[config.mk]
export PLATFORM = sky130hd
export DESIGN_NAME = decoder_seq
export DESIGN_NICKNAME = d
export VERILOG_FILES = /design/src/rtl/aiva_pkg.sv /design/src/rtl/decoder_seq_down_counter.sv /design/src/rtl/decoder_seq.sv
export SDC_FILE = /design/constraint.sdc
export NUM_CORES = 1
export LEC_CHECK = 0
export ABC_AREA = 1
export BUFFER_PORTS_ARGS = -buffer_cell sky130_fd_sc_hd__buf_2
export CAP_MARGIN = 10
export CORE_ASPECT_RATIO = 1.25
export CORE_MARGIN = 4
export CORE_UTILIZATION = 30
export DETAILED_ROUTE_END_ITERATION = 10
export PLACE_DENSITY = 0.49
export SYNTH_ARGS = -nofsm -noshare
export SYNTH_HDL_FRONTEND = slang
export SYNTH_HIERARCHICAL = 1
export SYNTH_SLANG_ARGS = --single-unit
[constraint.sdc]
create_clock -name clk -period 1.9 [get_ports clk]
set_input_delay 0.38 -clock clk [delete_from_list [all_inputs] [get_ports clk]]
set_output_delay 0.38 -clock clk [all_outputs]
set_load 0.005 [all_outputs]
[src/rtl/aiva_pkg.sv]
// Shared opcode values and sequencer state encoding for the Aiva decoder.
package aiva_pkg;

  // Opcodes are an 8-bit set; wider opcode fields compare against the zero-extended value
  localparam logic [7:0] OP_NOP  = 8'h00;
  localparam logic [7:0] OP_LDI  = 8'h01;
  localparam logic [7:0] OP_LD   = 8'h02;
  localparam logic [7:0] OP_ST   = 8'h03;
  localparam logic [7:0] OP_JMP  = 8'h04;
  localparam logic [7:0] OP_WAIT = 8'h05;
  localparam logic [7:0] OP_HALT = 8'hFF;

  typedef enum logic [1:0] {
    IDLE = 2'd0,
    MEM  = 2'd1,
    WAIT = 2'd2,
    HALT = 2'd3
  } state_t;

endpackage

[src/rtl/decoder_seq_down_counter.sv]
// Loadable saturating down-counter with a zero flag.
module down_counter #(
  parameter int unsigned W = 8
) (
  input  logic         clk,
  input  logic         rst,
  input  logic         load,
  input  logic         dec,
  input  logic [W-1:0] load_val,
  output logic         zero_c
);

  logic [W-1:0] count_q;

  // Load takes priority; decrement stops at zero
  always_ff @(posedge clk) begin
    if (rst) begin
      count_q <= '0;
    end else if (load) begin
      count_q <= load_val;
    end else if (dec && (count_q != '0)) begin
      count_q <= count_q - W'(1);
    end
  end

  assign zero_c = (count_q == '0);

endmodule

[src/rtl/decoder_seq.sv]
// Multi-cycle instruction decoder/sequencer: decodes {op, rd, imm} and
// sequences memory, wait, jump and halt operations.
module decoder_seq
  import aiva_pkg::*;
#(
  parameter  int unsigned INSTR_W     = 24,
  parameter  int unsigned OP_W        = 8,
  parameter  int unsigned RD_W        = 4,
  parameter  int unsigned ADDR_W      = 12,
  parameter  int unsigned MEM_TIMEOUT = 15,
  localparam int unsigned IMM_W       = INSTR_W - OP_W - RD_W
) (
  input  logic               clk,
  input  logic               rst,
  input  logic               op_rdy,
  input  logic [INSTR_W-1:0] opcode,
  input  logic               mem_ack,
  output logic               pc_en,
  output logic               pc_load,
  output logic [ADDR_W-1:0]  pc_target,
  output logic               load_en,
  output logic [RD_W-1:0]    rd_sel,
  output logic [IMM_W-1:0]   imm,
  output logic               mem_req,
  output logic               mem_we,
  output logic               busy,
  output logic               halted,
  output logic               illegal,
  output logic               bus_err
);

  localparam int unsigned TO_W = $clog2(MEM_TIMEOUT + 1);

  state_t state_q, state_d;

  logic              done_q, done_d;
  logic              pc_load_d, load_en_d, illegal_d, bus_err_d;
  logic              mem_req_d, mem_we_d;
  logic [RD_W-1:0]   rd_sel_d;
  logic [IMM_W-1:0]  imm_d;
  logic [ADDR_W-1:0] pc_target_d;

  logic              wait_load, wait_dec, wait_zero_c;
  logic [IMM_W-1:0]  wait_val;
  logic              to_load, to_dec, to_zero_c;

  logic [OP_W-1:0]   op_f;
  logic [RD_W-1:0]   rd_f;
  logic [IMM_W-1:0]  imm_f;

  assign op_f  = opcode[INSTR_W-1 -: OP_W];
  assign rd_f  = opcode[INSTR_W-OP_W-1 -: RD_W];
  assign imm_f = opcode[IMM_W-1:0];

  // WAIT counter preloaded with imm-1 so completion lands imm cycles after decode
  assign wait_val = imm_f - IMM_W'(1);

  down_counter #(.W(IMM_W)) u_wait_cnt (
    .clk      (clk),
    .rst      (rst),
    .load     (wait_load),
    .dec      (wait_dec),
    .load_val (wait_val),
    .zero_c   (wait_zero_c)
  );

  // Timeout counter preloaded with MEM_TIMEOUT-1 so it expires after MEM_TIMEOUT request cycles
  down_counter #(.W(TO_W)) u_timeout_cnt (
    .clk      (clk),
    .rst      (rst),
    .load     (to_load),
    .dec      (to_dec),
    .load_val (TO_W'(MEM_TIMEOUT - 1)),
    .zero_c   (to_zero_c)
  );

  // State and registered outputs
  always_ff @(posedge clk) begin
    if (rst) begin
      state_q   <= IDLE;
      done_q    <= 1'b0;
      pc_load   <= 1'b0;
      load_en   <= 1'b0;
      illegal   <= 1'b0;
      bus_err   <= 1'b0;
      mem_req   <= 1'b0;
      mem_we    <= 1'b0;
      rd_sel    <= '0;
      imm       <= '0;
      pc_target <= '0;
    end else begin
      state_q   <= state_d;
      done_q    <= done_d;
      pc_load   <= pc_load_d;
      load_en   <= load_en_d;
      illegal   <= illegal_d;
      bus_err   <= bus_err_d;
      mem_req   <= mem_req_d;
      mem_we    <= mem_we_d;
      rd_sel    <= rd_sel_d;
      imm       <= imm_d;
      pc_target <= pc_target_d;
    end
  end

  // Next-state and next-output decode
  always_comb begin
    state_d     = state_q;
    done_d      = 1'b0;
    pc_load_d   = 1'b0;
    load_en_d   = 1'b0;
    illegal_d   = 1'b0;
    bus_err_d   = 1'b0;
    mem_req_d   = mem_req;
    mem_we_d    = mem_we;
    rd_sel_d    = rd_sel;
    imm_d       = imm;
    pc_target_d = pc_target;
    wait_load   = 1'b0;
    wait_dec    = 1'b0;
    to_load     = 1'b0;
    to_dec      = 1'b0;

    case (state_q)
      IDLE: begin
        if (op_rdy) begin
          rd_sel_d = rd_f;
          imm_d    = imm_f;
          case (op_f)
            OP_W'(OP_NOP): begin
              done_d = 1'b1;
            end
            OP_W'(OP_LDI): begin
              load_en_d = 1'b1;
              done_d    = 1'b1;
            end
            OP_W'(OP_LD), OP_W'(OP_ST): begin
              state_d   = MEM;
              mem_req_d = 1'b1;
              mem_we_d  = (op_f == OP_W'(OP_ST));
              to_load   = 1'b1;
            end
            OP_W'(OP_JMP): begin
              pc_load_d   = 1'b1;
              pc_target_d = imm_f[ADDR_W-1:0];
            end
            OP_W'(OP_WAIT): begin
              if (imm_f == '0) begin
                done_d = 1'b1;
              end else begin
                state_d   = WAIT;
                wait_load = 1'b1;
              end
            end
            OP_W'(OP_HALT): begin
              state_d = HALT;
            end
            default: begin
              illegal_d = 1'b1;
              done_d    = 1'b1;
            end
          endcase
        end
      end

      MEM: begin
        // An ack on the expiry cycle still completes normally
        if (mem_ack) begin
          load_en_d = !mem_we;
          done_d    = 1'b1;
          mem_req_d = 1'b0;
          mem_we_d  = 1'b0;
          state_d   = IDLE;
        end else if (to_zero_c) begin
          bus_err_d = 1'b1;
          done_d    = 1'b1;
          mem_req_d = 1'b0;
          mem_we_d  = 1'b0;
          state_d   = IDLE;
        end else begin
          to_dec = 1'b1;
        end
      end

      WAIT: begin
        if (wait_zero_c) begin
          done_d  = 1'b1;
          state_d = IDLE;
        end else begin
          wait_dec = 1'b1;
        end
      end

      HALT: begin
        state_d = HALT;
      end

      default: begin
        state_d = IDLE;
      end
    endcase
  end

  assign busy   = (state_q != IDLE);
  assign halted = (state_q == HALT);

  // A jump cycle must not also advance the PC, so pc_load masks the idle term
  assign pc_en = done_q | ((state_q == IDLE) & !op_rdy & !pc_load);

endmodule
==> impl_metrics.csv, run 1 <==
group,metric,value,unit
run_status,outcome,"complete, no violations",
detailed_routing,route.antenna.remaining_nets,0,
final_layout,final_common_cell,"nor2_1",
grt,grt_usage,0.146,
flow_run,drv_cap,0,
final_layout,final_area,3920,sq um
critical_path,slowest_delay,370,ps
placed_design,hpwl,6370,um
logic_synthesis,synth_compound_area_frac,0.128,
final_layout,n_fill_cell,1031,
pwr,ir_drop,0.000501,V
logic_synthesis,synth_mux_area_frac,0,
logic_synthesis,yosys_warnings,6,
grt,grt_max_degree,31,
clocking,clkSinkCount,53,
placed_design,dp_cells,660,
pwr,p_comb_frac,0.102,
critical_path,required,1520,ps
sta,hold-worst-slack,273,ps
critical_path,cp.arrival,1380,ps
critical_path,critPathLaunchType,"flip-flop",
logic_synthesis,syn_avg_cell_area,6.72,sq um
sta,finalSetupViolCount,0,
final_layout,diodes,0,
critical_path,rrSetupSlack,150,ps
sta,report.final.slew_viol_count,0,
placed_design,place_area,3670,sq um
logic_synthesis,synth_top_cell_by_area,"dfxtp_1",
clocking,cts_buffers,5,
floorplan,rows,40,
clocking,clock_latency,290,ps
grt,grt_pass1_wl,14000,um
sta,skew,4.00,ps
logic_synthesis,synthCells,442,
critical_path,cpMaxStageDelayCell,"dfxtp_1",
placed_design,port_buffers,64,
floorplan,die_h,119,um
logic_synthesis,synthTopCellsByArea,"dfxtp_1 36%, nor2_1 12%, nand2_1 9.2%",
clocking,clkTransAtPathRegs,70,ps
pwr,internal-power,0.00201,W
final_layout,layout_common_cells,"96 x nor2_1, 71 x nand2_1, 64 x buf_2",
final_layout,final_core_util,0.405,
logic_synthesis,seq_area_frac_synth,0.357,
clocking,cts_buffer_depth,2,
floorplan,io_pins,65,
detailed_routing,num_vias,3025,
logic_synthesis,synthesis.area,2970,sq um
logic_synthesis,synth_xor_area_frac,0.0442,
sta,fmax,569,MHz
pwr,p_clk_frac,0.456,
critical_path,endpoint_kind,"primary output",
sta,finalCritPeriodShare,0.924,
floorplan,die-area,11600,sq um
clocking,htreeDepth,2,
detailed_routing,firstDrtPassIters,4,
clocking,cts_setup_buffers,0,
worst_hold_path,min_path_type,"input port to flip-flop",
pwr,power_density,667,nW/um^2
detailed_routing,drcViolationCount,0,
sta,min_period,1760,ps
logic_synthesis,synth_top_family_by_area,"simple AND/OR/NAND/NOR gates",
grt,grt_overflow,0,
pwr,power_switching,0.000599,W
logic_synthesis,yosysTopAreaCellShare,0.357,
floorplan,core,9660,sq um
detailed_routing,routed_via_density,4.53,
grt,grt_pass1_vias,2992,
critical_path,critPathMaxFanout,6,
pwr,p_seq_frac,0.443,
sta,rsz0062_at_grt,"false",
placed_design,place_congestion,0.820,
pwr,finalPower,0.00261,W
floorplan,die_x,97.0,um
logic_synthesis,synth-seq-cells,53,
critical_path,worstSetupPathType,"flip-flop to primary output",
detailed_routing,wirelength,8120,um
floorplan,start_util,0.308,
critical_path,cp_cell_sequence,"inv_2 -> nand2_4 -> nor2_2 -> inv_1 -> o21bai_2 -> buf_2",
final_layout,drive_gt1_frac,0.293,
final_layout,area_delta_synth_final,31.8,%
logic_synthesis,synth-adder-area-share,0.0168,
clocking,cts_tree,"done",
detailed_routing,drt_iter0_drc,95,
sta,hold_violations,0,
logic_synthesis,synth_cell_types,39,
logic_synthesis,synthSimpleGateAreaFrac,0.355,
final_layout,finalNetCount,573,
final_layout,fin_cells,668,
grt,antenna_found_initial,0,
detailed_routing,post_drt_wl_per_cell,12.1,um
pwr,swShare,0.229,
clocking,cts_root_buf,"clkbuf_16",
pwr,power_leakage,1.97,nW
## routing by layer
| metal | track usage | part of all wire | vias to the layer above |
|---|---|---|---|
| li1 | - | - | 1599 |
| met5 | 0 | 0 | - |
| met2 | 0.257 | 0.49 | 66 |
| met3 | 0.0293 | 0.042 | 12 |
| met1 | 0.172 | 0.44 | 1348 |
| met4 | 0.0571 | 0.025 | 0 |
## cells in the mapped netlist, drive strengths merged
master / instances
nand3b: 2
ha: 4
inv: 52
conb: 2
buf: 7
dfxtp: 53
clkbuf: 6
a21oi: 27
or2: 4
nand4: 5
nand3: 25
o22ai: 2
clkinv: 2
xor2: 11
xnor2: 4
o21ai: 39
a31oi: 2
nor3: 4
nand2: 80
nor4: 4
o21bai: 1
nor2: 106
## power groups by stage
stage | clock [W] | sequential, W | combinational [W]
floorplan | 0 | 0.00118 | 0.000130
global placement | 0 | 0.00118 | 0.000266
detailed placement | 0 | 0.00118 | 0.000266
CTS | 0.00124 | 0.00116 | 0.000268
global route | 0.00127 | 0.00116 | 0.000304
finish | 0.00119 | 0.00116 | 0.000265
## final timing paths
path                    startpoint                     to  depth (start not counted)
min                        mem_ack                bus_err                          2
max reg2reg  u_wait_cnt/count_q[1]  u_wait_cnt/count_q[9]                         12
min reg2reg           pc_target[2]           pc_target[2]                          2
max                     state_q[0]                  pc_en                          6
## stage by stage
step                      TNS [ps]  setup slack (ps)
after floorplan                  0              89.2
after global placement       -13.7             -7.64
after detailed placement      -122             -24.2
after CTS                        0              3.73
after global routing             0              21.3
final                            0               143
## kinds of logic (layout without fill, tap and decap cells)
| kind of cell | count (synthesis) | after routing |
|---|---|---|
| adder cells (fa/ha/maj) | 4 | 4 |
| XOR/XNOR | 15 | 15 |
| buffers and inverters | 67 | 165 |
| AND/OR/NAND/NOR | 230 | 230 |
| other | 2 | 4 |
| AO/OA/AOI/OAI | 71 | 71 |
| flip-flops | 53 | 53 |
## worst max-delay path, delay by kind of cell (launching register included)
family                 cells  cell delay [ps]
AND/OR/NAND/NOR            2              250
buffers and inverters      3              310
AO/OA/AOI/OAI              1              150
flip-flops                 1              370
## flip-flops by register name, summed over array words and instances (netlist names), 2 cells and up
register               cells
imm                       12
state_q                    2
u_wait_cnt/count_q        12
u_timeout_cnt/count_q      4
rd_sel                     4
pc_target                 12
## final cells by class
class                   instances  area [sq um]  area share
flip-flops and latches         53          1060       0.271
repair buffers                103           613       0.157
clock buffers                   5           125      0.0319
clock inverters                 3          68.8      0.0176
well taps                     126           158      0.0403
inverters                      54           209      0.0534
multi-input cells             324          1680       0.429
## what timing repair did
action | in CTS | in global routing
endpoints found under the setup margin | 8 | 15
pin swaps | 0 | 5
gates resized for setup | 5 | 10
hold buffers | 0 | 0
Power figures use the tool's default switching activity.
==> run 2: changes to the inputs <==
Settings changed: CELL_PAD_IN_SITES_DETAIL_PLACEMENT set to 1, CELL_PAD_IN_SITES_GLOBAL_PLACEMENT set to 1, PLACE_DENSITY 0.49 to 0.66.
==> impl_metrics.csv, run 2 (synthesis gave the netlist of run 1 again) <==
group,metric,value,unit
run_status,outcome,"complete, no violations",
placed_design,place_area,3700,sq um
sta,fmax,555,MHz
detailed_routing,routed_via_density,4.58,
critical_path,critical_path.most_common_cell,"inv_2",
floorplan,die-area,11600,sq um
clocking,htreeDepth,2,
critical_path,slowest_delay,330,ps
sta,min_period,1800,ps
detailed_routing,drt_iter0_drc,82,
grt,grt_usage,0.160,
floorplan,die_h,119,um
critical_path,endpoint_kind,"flip-flop",
placed_design,place_congestion,0.847,
sta,setup_ws,97.5,ps
clocking,cts_hold_buf,0,
detailed_routing,route.antenna.remaining_nets,0,
clocking,cts_tree,"done",
detailed_routing,num_vias,3081,
critical_path,critPathMaxFanout,6,
sta,report.final.slew_viol_count,0,
worst_hold_path,min_path_type,"input port to flip-flop",
grt,grt_max_degree,31,
placed_design,hpwl,7230,um
placed_design,port_buffers,64,
pwr,finalPower,0.00254,W
floorplan,start_util,0.308,
detailed_routing,wirelength,9090,um
flow_run,drv_cap,0,
final_layout,layout_common_cells,"96 x nor2_1, 72 x nand2_1, 64 x buf_2",
grt,grt_pass1_vias,3335,
sta,finalCritPeriodShare,0.949,
clocking,cts_buffer_depth,2,
floorplan,die_x,97.0,um
grt,grt_pass1_wl,15500,um
sta,skew,4.64,ps
critical_path,rrSetupSlack,100,ps
clocking,clkSinkCount,53,
final_layout,diodes,0,
detailed_routing,firstDrtPassIters,4,
clocking,cts_buffers,5,
critical_path,cp_cell_sequence,"inv_2 -> ha_4 -> nand2_2 -> nor4_2 -> buf_4 -> nand3b_1 -> inv_2 -> nand2_4 -> nand2_8 -> clkinv_4 -> nand2_1 -> a21oi_1",
final_layout,final_area,3940,sq um
sta,rsz0062_at_grt,"true",
critical_path,cp.arrival,2030,ps
sta,finalSetupViolCount,0,
final_layout,top_regs,"imm (12), pc_target (12), u_wait_cnt/count_q (12)",
sta,hold-worst-slack,256,ps
floorplan,io_pins,65,
sta,hold_violations,0,
grt,grt_overflow,0,
critical_path,critPathLaunchType,"flip-flop",
placed_design,place_ws,-82.3,ps
clocking,clkTransAtPathRegs,70,ps
final_layout,final_core_util,0.408,
pwr,ir_drop,0.000350,V
critical_path,cpMaxStageDelayCell,"dfxtp_2",
final_layout,finalNetCount,578,
detailed_routing,post_drt_wl_per_cell,13.5,um
floorplan,core,9660,sq um
pwr,power_density,644,nW/um^2
floorplan,rows,40,
grt,antenna_found_initial,0,
clocking,clock_latency,300,ps
final_layout,drive_gt1_frac,0.298,
clocking,cts_root_buf,"clkbuf_16",
detailed_routing,drcViolationCount,0,
final_layout,area_delta_synth_final,32.7,%
critical_path,worstSetupPathType,"flip-flop to flip-flop",
critical_path,required,2130,ps
pwr,power_leakage,1.99,nW
final_layout,final_common_cell,"nor2_1",
==> run 2: path summary, 6_finish.rpt <==
| check | startpoint | cells past startpoint | end |
|---|---|---|---|
| max | u_wait_cnt/count_q[1] | 12 | u_wait_cnt/count_q[4] |
| max reg2reg | u_wait_cnt/count_q[1] | 12 | u_wait_cnt/count_q[4] |
| min | mem_ack | 2 | bus_err |
| min reg2reg | pc_target[5] | 2 | pc_target[5] |
==> run 2: cell type report <==
type,instances,area (sq um)
clock buffers,6,139
clock inverters,2,37.5
fillers,1273,5720
inverters,54,209
multi-input cells,325,1680
flip-flops and latches,53,1060
well taps,126,158
repair buffers,107,656
==> run 2: repair_timing <==
item / 4_1_cts / 5_1_grt
resized for setup: 6 / 8
cloned: 0 / 1
setup endpoints to repair: 14 / 14
pin swaps: 3 / 3
setup buffers: 0 / 1
==> run 2: power by group <==
| group | internal [W] | total (W) | leakage, nW | switching (W) |
|---|---|---|---|---|
| combinational | 0.000115 | 0.000275 | 1.48 | 0.000160 |
| clock | 0.000659 | 0.00111 | 0.0831 | 0.000449 |
| sequential | 0.00114 | 0.00116 | 0.432 | 0.0000145 |
| total | 0.00192 | 0.00254 | 1.99 | 0.000623 |
==> run 2: stage by stage <==
step	instances	setup TNS, ps
after floorplan	444	0
after global placement	663	-350
after detailed placement	663	-752
after CTS	671	0
after global routing	673	-40.1
final	673	0
==> run 2: metal layers <==
layer	wire length (um)	up-vias	GRT usage	part of all wire
met1	3990	1432	0.185	0.44
met2	4690	47	0.298	0.52
met4	145	0	0.0483	0.016
li1	-	1593	-	-
met3	267	9	0.0287	0.029
met5	0	-	0	0
==> run 2: critical path: cells and delay by family, from the launching register on <==
family / cells / cell delay, ps
adder cells (fa/ha/maj): 1 / 150
AND/OR/NAND/NOR: 6 / 750
flip-flops: 1 / 330
buffers and inverters: 4 / 370
AO/OA/AOI/OAI: 1 / 140
==> run 3: changes to the inputs <==
Settings changed: BUFFER_PORTS_ARGS -buffer_cell sky130_fd_sc_hd__buf_2 to not set, DONT_BUFFER_PORTS set to 1, PLACE_DENSITY 0.66 to 0.57.
==> impl_metrics.csv, run 3 (synthesis gave the netlist of run 1 again) <==
group,metric,value,unit
floorplan,rows,40,
floorplan,io_pins,65,
critical_path,required,2140,ps
clocking,cts_buffers,5,
detailed_routing,drcViolationCount,0,
critical_path,critPathMaxFanout,14,
floorplan,core,9660,sq um
sta,min_period,1740,ps
critical_path,slowest_delay,390,ps
final_layout,final_core_util,0.361,
critical_path,path_delay_family,"buffers and inverters",
pwr,power_leakage,1.61,nW
final_layout,final-seq-area,1060,sq um
pwr,power_density,717,nW/um^2
critical_path,cp.arrival,1980,ps
worst_hold_path,min_path_type,"input port to flip-flop",
placed_design,place_congestion,0.796,
final_layout,area_delta_synth_final,17.5,%
clocking,clock_latency,290,ps
clocking,cts_hold_buf,0,
grt,grt_usage,0.147,
sta,fin_tns_setup,0,ps
detailed_routing,wirelength,8420,um
grt,antenna_found_initial,0,
final_layout,multi_input_area,1690,sq um
pwr,swShare,0.218,
detailed_routing,route.antenna.remaining_nets,0,
pwr,internal-power,0.00196,W
floorplan,die_x,97.0,um
clocking,clkTransAtPathRegs,70,ps
final_layout,finalNetCount,495,
clocking,clkSinkCount,53,
flow_run,drv_cap,0,
critical_path,endpoint_kind,"flip-flop",
grt,grt_max_degree,30,
grt,grt_overflow,0,
final_layout,drive_gt1_frac,0.172,
floorplan,start_util,0.308,
grt,grt_pass1_vias,2889,
placed_design,port_buffers,0,
final_layout,top_regs,"imm (12), pc_target (12), u_wait_cnt/count_q (12)",
clocking,cts_root_buf,"clkbuf_16",
detailed_routing,post_drt_wl_per_cell,14.3,um
pwr,p_seq_frac,0.466,
detailed_routing,drt_iter0_drc,72,
clocking,cts_setup_buffers,0,
clocking,cts_tree,"done",
detailed_routing,num_vias,2791,
pwr,ir_drop,0.000414,V
sta,rsz0062_at_grt,"true",
final_layout,final_common_cell,"nor2_1",
pwr,power_switching,0.000546,W
floorplan,die_h,119,um
sta,skew,3.34,ps
pwr,p_comb_frac,0.066,
placed_design,hpwl,6700,um
critical_path,cp_num_buf_inv,4,
sta,report.final.slew_viol_count,0,
critical_path,worstSetupPathType,"flip-flop to flip-flop",
final_layout,n_fill_cell,1245,
sta,finalSetupViolCount,0,
detailed_routing,routed_via_density,4.73,
sta,hold_violations,0,
sta,finalCritPeriodShare,0.915,
final_layout,layout_common_cells,"97 x nor2_1, 72 x nand2_1, 53 x dfxtp_1",
pwr,p_clk_frac,0.468,
critical_path,cpMaxStageDelayCell,"dfxtp_1",
grt,grt_pass1_wl,14100,um
final_layout,diodes,0,
sta,fmax,575,MHz
clocking,cts_buffer_depth,2,
run_status,outcome,"complete, no violations",
critical_path,critPathLaunchType,"flip-flop",
clocking,htreeDepth,2,
floorplan,die-area,11600,sq um
critical_path,cp_cell_sequence,"inv_2 -> nand2_4 -> nor2_8 -> inv_2 -> nor2_1 -> inv_2 -> buf_4 -> nand3_1 -> a21oi_1 -> nor2_1 -> nor2_1",
detailed_routing,firstDrtPassIters,4,
-- run 3: changes by cell type in the layout (fill, tap and decap cells not counted), moves of 2 or more --
cell     change
a21oi_1      -2
a21oi_2      +2
buf_2       -64
buf_4       -17
-- run 3: area by class of cell --
type | count | share of cell area
timing repair buffer | 25 | 0.0538
tap | 126 | 0.0452
inverter | 54 | 0.0599
multi-input combinational | 324 | 0.483
clock inverter | 3 | 0.0186
sequential | 53 | 0.304
clock buffer | 5 | 0.0358
-- run 3: metrics by stage --
stage	instance area [sq um]	instances	hold slack, ps	total power (W)	setup WS, ps
6_report	3490	590	141	0.00250	162
5_1_grt	3490	590	125	0.00262	-31.8
4_1_cts	3440	590	132	0.00254	4.37
3_5_place_dp	3240	582	451	0.00136	-43.9
3_3_place_gp	3240	582	447	0.00135	18.9
2_1_floorplan	2980	444	442	0.00131	89.2
-- run 3: final timing paths --
path | cells after the start | to | start | slack (ps)
setup / recovery | 11 | u_wait_cnt/count_q[11] | state_q[1] | 160
hold / removal | 1 | u_timeout_cnt/count_q[3] | rst | 140
setup reg to reg | 11 | u_wait_cnt/count_q[11] | state_q[1] | 160
hold reg to reg | 2 | u_timeout_cnt/count_q[3] | u_timeout_cnt/count_q[3] | 510
-- run 3: power by group through the flow --
stage | registers [W] | clock network, W | logic (W)
floorplan | 0.00118 | 0 | 0.000130
detailed placement | 0.00119 | 0 | 0.000165
CTS | 0.00117 | 0.00121 | 0.000166
finish | 0.00117 | 0.00117 | 0.000165
global placement | 0.00119 | 0 | 0.000160
global route | 0.00117 | 0.00125 | 0.000192
-- run 3: metal layers --
layer / GRT usage / vias to the layer above / wire length (um)
li1: - / 1429 / -
met4: 0.0395 / 0 / 106
met3: 0.0393 / 10 / 446
met1: 0.172 / 1302 / 3600
met2: 0.263 / 50 / 4260
met5: 0 / - / 0
-- run 3: what timing repair did --
action,CTS,global route
pin swaps,1,2
resized for setup,2,13
setup endpoints to repair,8,13
